## src/rtl/matrix_mult_mkn.sv

```systemverilog
// Sequential M x K by K x N matrix multiplier, one MAC per enabled cycle.
// Signed/unsigned operands, wrap/saturate output and a clip flag.
module matrix_mult_mkn #(
  parameter int M     = 2,
  parameter int K     = 2,
  parameter int N     = 2,
  parameter int IN_W  = 8,
  parameter int OUT_W = 8
) (
  input  logic                  clk,
  input  logic                  reset_n,
  input  logic                  start,
  input  logic                  en,
  input  logic                  abort,
  input  logic                  signed_md,
  input  logic                  sat_md,
  input  logic [M*K*IN_W-1:0]   A,
  input  logic [K*N*IN_W-1:0]   B,
  output logic [M*N*OUT_W-1:0]  C,
  output logic                  busy,
  output logic                  done,
  output logic                  valid,
  output logic                  ovf
);

  localparam int ACC_W = 2*IN_W + $clog2(K) + 1;
  localparam int IW = (M > 1) ? $clog2(M) : 1;
  localparam int JW = (N > 1) ? $clog2(N) : 1;
  localparam int KW = (K > 1) ? $clog2(K) : 1;
  localparam logic [IW-1:0] ML = IW'(M-1);
  localparam logic [JW-1:0] NL = JW'(N-1);
  localparam logic [KW-1:0] KL = KW'(K-1);
  localparam logic [OUT_W-1:0] SMIN = OUT_W'(1) << (OUT_W-1);
  localparam logic [OUT_W-1:0] SMAX = ~SMIN;

  typedef enum logic [1:0] {
    S_IDLE,
    S_MAC,
    S_WRITE
  } state_t;

  state_t state;

  logic [M*K*IN_W-1:0]  a_r;
  logic [K*N*IN_W-1:0]  b_r;
  logic                 sgn_r;
  logic                 sat_r;
  logic [IW-1:0]        i;
  logic [JW-1:0]        j;
  logic [KW-1:0]        k;
  logic [ACC_W-1:0]     acc;
  logic [M*N*OUT_W-1:0] stage;
  logic                 ovf_tmp;

  logic [IN_W-1:0]         a_el;
  logic [IN_W-1:0]         b_el;
  logic [ACC_W-1:0]        ax;
  logic [ACC_W-1:0]        bx;
  logic [ACC_W-1:0]        prod;
  logic [ACC_W-1:0]        acc_n;
  logic signed [ACC_W-1:0] sh;
  logic                    fits;
  logic [OUT_W-1:0]        cval;

  // Operands are extended to ACC_W first; the low ACC_W product bits
  // are exact for both signed and unsigned inputs.
  always_comb begin
    a_el  = a_r[(i*K+k)*IN_W +: IN_W];
    b_el  = b_r[(k*N+j)*IN_W +: IN_W];
    ax    = sgn_r ? {{(ACC_W-IN_W){a_el[IN_W-1]}}, a_el}
                  : {{(ACC_W-IN_W){1'b0}}, a_el};
    bx    = sgn_r ? {{(ACC_W-IN_W){b_el[IN_W-1]}}, b_el}
                  : {{(ACC_W-IN_W){1'b0}}, b_el};
    prod  = ax * bx;
    acc_n = acc + prod;
    sh    = $signed(acc_n) >>> (OUT_W-1);
    if (sgn_r)
      fits = (sh == '0) || (sh == '1);
    else
      fits = (acc_n >> OUT_W) == '0;
    cval = acc_n[OUT_W-1:0];
    if (sat_r && !fits) begin
      if (sgn_r)
        cval = acc_n[ACC_W-1] ? SMIN : SMAX;
      else
        cval = '1;
    end
  end

  always_ff @(posedge clk or negedge reset_n) begin
    if (!reset_n) begin
      state   <= S_IDLE;
      a_r     <= '0;
      b_r     <= '0;
      sgn_r   <= 1'b0;
      sat_r   <= 1'b0;
      i       <= '0;
      j       <= '0;
      k       <= '0;
      acc     <= '0;
      stage   <= '0;
      ovf_tmp <= 1'b0;
      C       <= '0;
      busy    <= 1'b0;
      done    <= 1'b0;
      valid   <= 1'b0;
      ovf     <= 1'b0;
    end else begin
      done <= 1'b0;
      unique case (state)
        S_IDLE: begin
          if (start) begin
            a_r     <= A;
            b_r     <= B;
            sgn_r   <= signed_md;
            sat_r   <= sat_md;
            i       <= '0;
            j       <= '0;
            k       <= '0;
            acc     <= '0;
            ovf_tmp <= 1'b0;
            busy    <= 1'b1;
            valid   <= 1'b0;
            state   <= S_MAC;
          end
        end
        S_MAC: begin
          if (abort) begin
            busy  <= 1'b0;
            valid <= 1'b0;
            state <= S_IDLE;
          end else if (en) begin
            if (k == KL) begin
              stage[(i*N+j)*OUT_W +: OUT_W] <= cval;
              ovf_tmp <= ovf_tmp | ~fits;
              acc     <= '0;
              k       <= '0;
              if (j == NL) begin
                j <= '0;
                if (i == ML)
                  state <= S_WRITE;
                else
                  i <= i + 1'b1;
              end else begin
                j <= j + 1'b1;
              end
            end else begin
              acc <= acc_n;
              k   <= k + 1'b1;
            end
          end
        end
        S_WRITE: begin
          if (abort) begin
            busy  <= 1'b0;
            valid <= 1'b0;
          end else begin
            C     <= stage;
            ovf   <= ovf_tmp;
            done  <= 1'b1;
            valid <= 1'b1;
            busy  <= 1'b0;
          end
          state <= S_IDLE;
        end
        default: state <= S_IDLE;
      endcase
    end
  end

endmodule

```

## config.mk

```make
export PLATFORM = sky130hd
export DESIGN_NAME = matrix_mult_mkn
export DESIGN_NICKNAME = d
export VERILOG_FILES = /design/src/rtl/matrix_mult_mkn.sv
export SDC_FILE = /design/constraint.sdc
export NUM_CORES = 1
export LEC_CHECK = 0
export ABC_AREA = 1
export CAP_MARGIN = 5
export CORE_UTILIZATION = 40
export CTS_BUF_LIST = sky130_fd_sc_hd__clkbuf_16
export DETAILED_ROUTE_END_ITERATION = 8
export GPL_ROUTABILITY_DRIVEN = 0
export HOLD_SLACK_MARGIN = 0.06
export PLACE_DENSITY = 0.6
export SETUP_SLACK_MARGIN = 0.5
export SLEW_MARGIN = 10
export SYNTH_ARGS = -nofsm -noshare
export SYNTH_HDL_FRONTEND = slang
export SYNTH_SLANG_ARGS = --single-unit
```

## constraint.sdc

```tcl
create_clock -name clk -period 18.4 [get_ports clk]
set_input_delay 2.76 -clock clk [delete_from_list [all_inputs] [get_ports clk]]
set_output_delay 2.76 -clock clk [all_outputs]
set_load 0.05 [all_outputs]
```

==> flow_summary_export.csv <==
group,metric,value,unit
yosys,synth_cell_types,39,
floorplanning,die_w,172.4,um
floorplanning,die_y,172.4,um
detailed_routing,ant_nets,0,
global_route,grt_max_degree,89,
global_route,grt_pass1_vias,8918,
timing,min_period_over_period,44.67,%
floorplanning,rows,62,
detailed_routing,first_pass_iters,5,
layout,syn_to_final_growth,17.74,%
layout,n_antenna_cell,0,
status,status,"finished clean",
layout,drive_above_1_share,9.324,%
cts,cts_setup_buffers,0,
timing,fin_skew,0.01362,ns
yosys,ys_warn_count,0,
detailed_routing,vias_per_cell,4.869,
run,maxCapViolations,0,
cts,cts_tree,"yes",
cts,numCtsBuffers,17,
detailed_routing,drtIter0Drc,423,
detailed_routing,wl_per_cell,15.60,um
detailed_routing,num_vias,8710,
timing,setup_viol_count_final,0,
yosys,syn_inst,1295,
critical_path,cp-start-kind,"flip-flop",
detailed_routing,drc,0,
cts,clock_sinks,158,
layout,fin_util,47.78,%
cts,cts-hold-fix-buffers,0,
timing,rsz0062_at_grt,"no",
cts,cts.path.max_buffers,2,
cts,cts_htree_levels,4,
critical_path,cp-end-kind,"flip-flop",
hold_path,worstHoldPathType,"reg -> reg",
cts,cts_resized,0,
critical_path,worstSetupPathType,"reg -> reg",
floorplanning,design.die.area,0.02973,mm^2
timing,finalMaxSlewViolations,0,
yosys,synth_top_cell_area_share,34.04,%
yosys,synth-main-ff-cell,"dfrtp_1",
yosys,syn_area,0.01162,mm^2
timing,fmax,121.7,MHz
yosys,synthTopCellsByArea,"dfrtp_1, fa_1, ha_1, nand2_1, inv_1",
place,dp_hpwl,22.11,mm
global_route,antenna_found_initial,0,
timing,fin_ws,10.18,ns
global_route,track_usage,20.36,%
global_route,grt_pass1_wl,46.40,mm
yosys,seq_area_frac_synth,34.04,%
yosys,async_reset_ff_share,100.0,%
critical_path,crit_fanout,21,
critical_path,slowest_stage,"a32oi_1",
critical_path,crit_arrival,8.53,ns
floorplanning,pin_count,107,
timing,post-route-min-period,8.220,ns
global_route,grt_overflow,0,
cts,insertion_delay,0.44,ns
floorplanning,core_area,0.02863,mm^2
critical_path,cpMostUsedCell,"fa_1",
cts,cts_root_buf,"clkbuf_16",
detailed_routing,drt_wl_total,27.90,mm
yosys,ys_seq_elements,158,
timing,worst_pin_slew,1.054,ns
timing,tns,0,ns
critical_path,cp.required,18.71,ns
place,dp_slack,10.14,ns
timing,max_slew_margin,29.47,%
timing,hold_viol,0,
place,port_buffers,106,
floorplanning,start_util,40.58,%
yosys,synth_edf_count,0,
cts,clkTransAtPathRegs,0.07,ns
layout,fin_nets,1638,
yosys,syn_area_per_cell,8.970,um^2
yosys,synth_nets,1541,
timing,whs,0.4733,ns
yosys,synth.largest_area_cell,"dfrtp_1",
critical_path,max_stage_delay,0.74,ns
layout make-up:
class,instances,area [um^2]
clock buffer,17,425.4
clock inverter,15,217.7
fill,2706,14950
inverter,228,858.3
multi-input combinational,876,6641
sequential,158,3954
tap,384,480.5
timing repair buffer,111,1100
metrics by stage:
step	area, um^2	instances
final	13680	1789
after global routing	13680	1789
after CTS	13670	1789
after detailed placement	13030	1757
after global placement	13030	1757
after floorplan	11620	1295
logic make-up after synthesis:
| family | after synthesis | share of synthesized area, % |
|---|---|---|
| AND/OR/NAND/NOR | 479 | 17.63 |
| buffers and inverters | 261 | 8.865 |
| adder cells (fa/ha/maj) | 175 | 24.92 |
| flip-flops | 158 | 34.04 |
| AO/OA/AOI/OAI | 140 | 6.958 |
| multiplexers | 65 | 6.301 |
| XOR/XNOR | 17 | 1.282 |
synthesized netlist by cell type (9+ instances only):
| cell | count |
|---|---|
| dfrtp_1 | 158 |
| nand2_2 | 9 |
| fa_1 | 94 |
| inv_1 | 219 |
| xnor2_1 | 11 |
| nor2_1 | 107 |
| nand3_1 | 50 |
| clkbuf_1 | 23 |
| a32oi_1 | 10 |
| mux2_2 | 65 |
| nand2_1 | 267 |
| o21bai_1 | 21 |
| o21ai_0 | 70 |
| a21oi_1 | 29 |
| nand4_1 | 23 |
| ha_1 | 81 |
sequential cells by signal (all words and copies together) (netlist names), 2 cells and up:
register and flops:
C 32, a_r 32, b_r 32, stage 32, acc 18, state 2
placed cells by master (no fill, tap or decap), types with 6 or more instances in the layout:
| cell type | instances |
|---|---|
| xnor2_1 | 11 |
| clkbuf_16 | 17 |
| a32oi_1 | 10 |
| nand2_2 | 10 |
| o22ai_1 | 7 |
| ha_1 | 81 |
| clkdlybuf4s50_1 | 105 |
| a21oi_1 | 29 |
| nand3_1 | 50 |
| dfrtp_1 | 158 |
| fa_1 | 94 |
| o21bai_1 | 21 |
| nor2_1 | 107 |
| o21ai_0 | 70 |
| xor2_1 | 6 |
| nand4_1 | 23 |
| mux2_2 | 65 |
| nand2_1 | 266 |
| inv_1 | 219 |
critical path: cells and delay by family, from the launching register on:
kind                     cells  cell delay, ns
adder cells (fa/ha/maj)      7            3.61
AND/OR/NAND/NOR             10            1.50
AO/OA/AOI/OAI                4            1.23
flip-flops                   1            0.62
XOR/XNOR                     1            0.23
buffers and inverters        6            0.90
worst paths after layout:
| check | start | endpoint | slack [ns] | cells past startpoint |
|---|---|---|---|---|
| worst min register to register | stage[25] | C[25] | 0.47 | 2 |
| worst min-delay path | stage[25] | C[25] | 0.47 | 2 |
| min in group asynchronous | reset_n | C[21] | 2.38 | 1 |
| worst max register to register | j | stage[25] | 10.18 | 28 |
| max in group asynchronous | reset_n | b_r[5] | 14.57 | 2 |
| worst max-delay path | j | stage[25] | 10.18 | 28 |
per-layer routing:
| layer | vias to the layer above | part of all wire [%] | track usage, % |
|---|---|---|---|
| met3 | 23 | 2.7 | 3.044 |
| met5 | - | 0 | 0 |
| li1 | 4291 | - | - |
| met2 | 151 | 49 | 34.54 |
| met1 | 4245 | 47 | 27.24 |
| met4 | 0 | 1.4 | 4.925 |
Power is not shown: default switching activity piles up to over one toggle a cycle in this logic, so the estimate is an artifact.
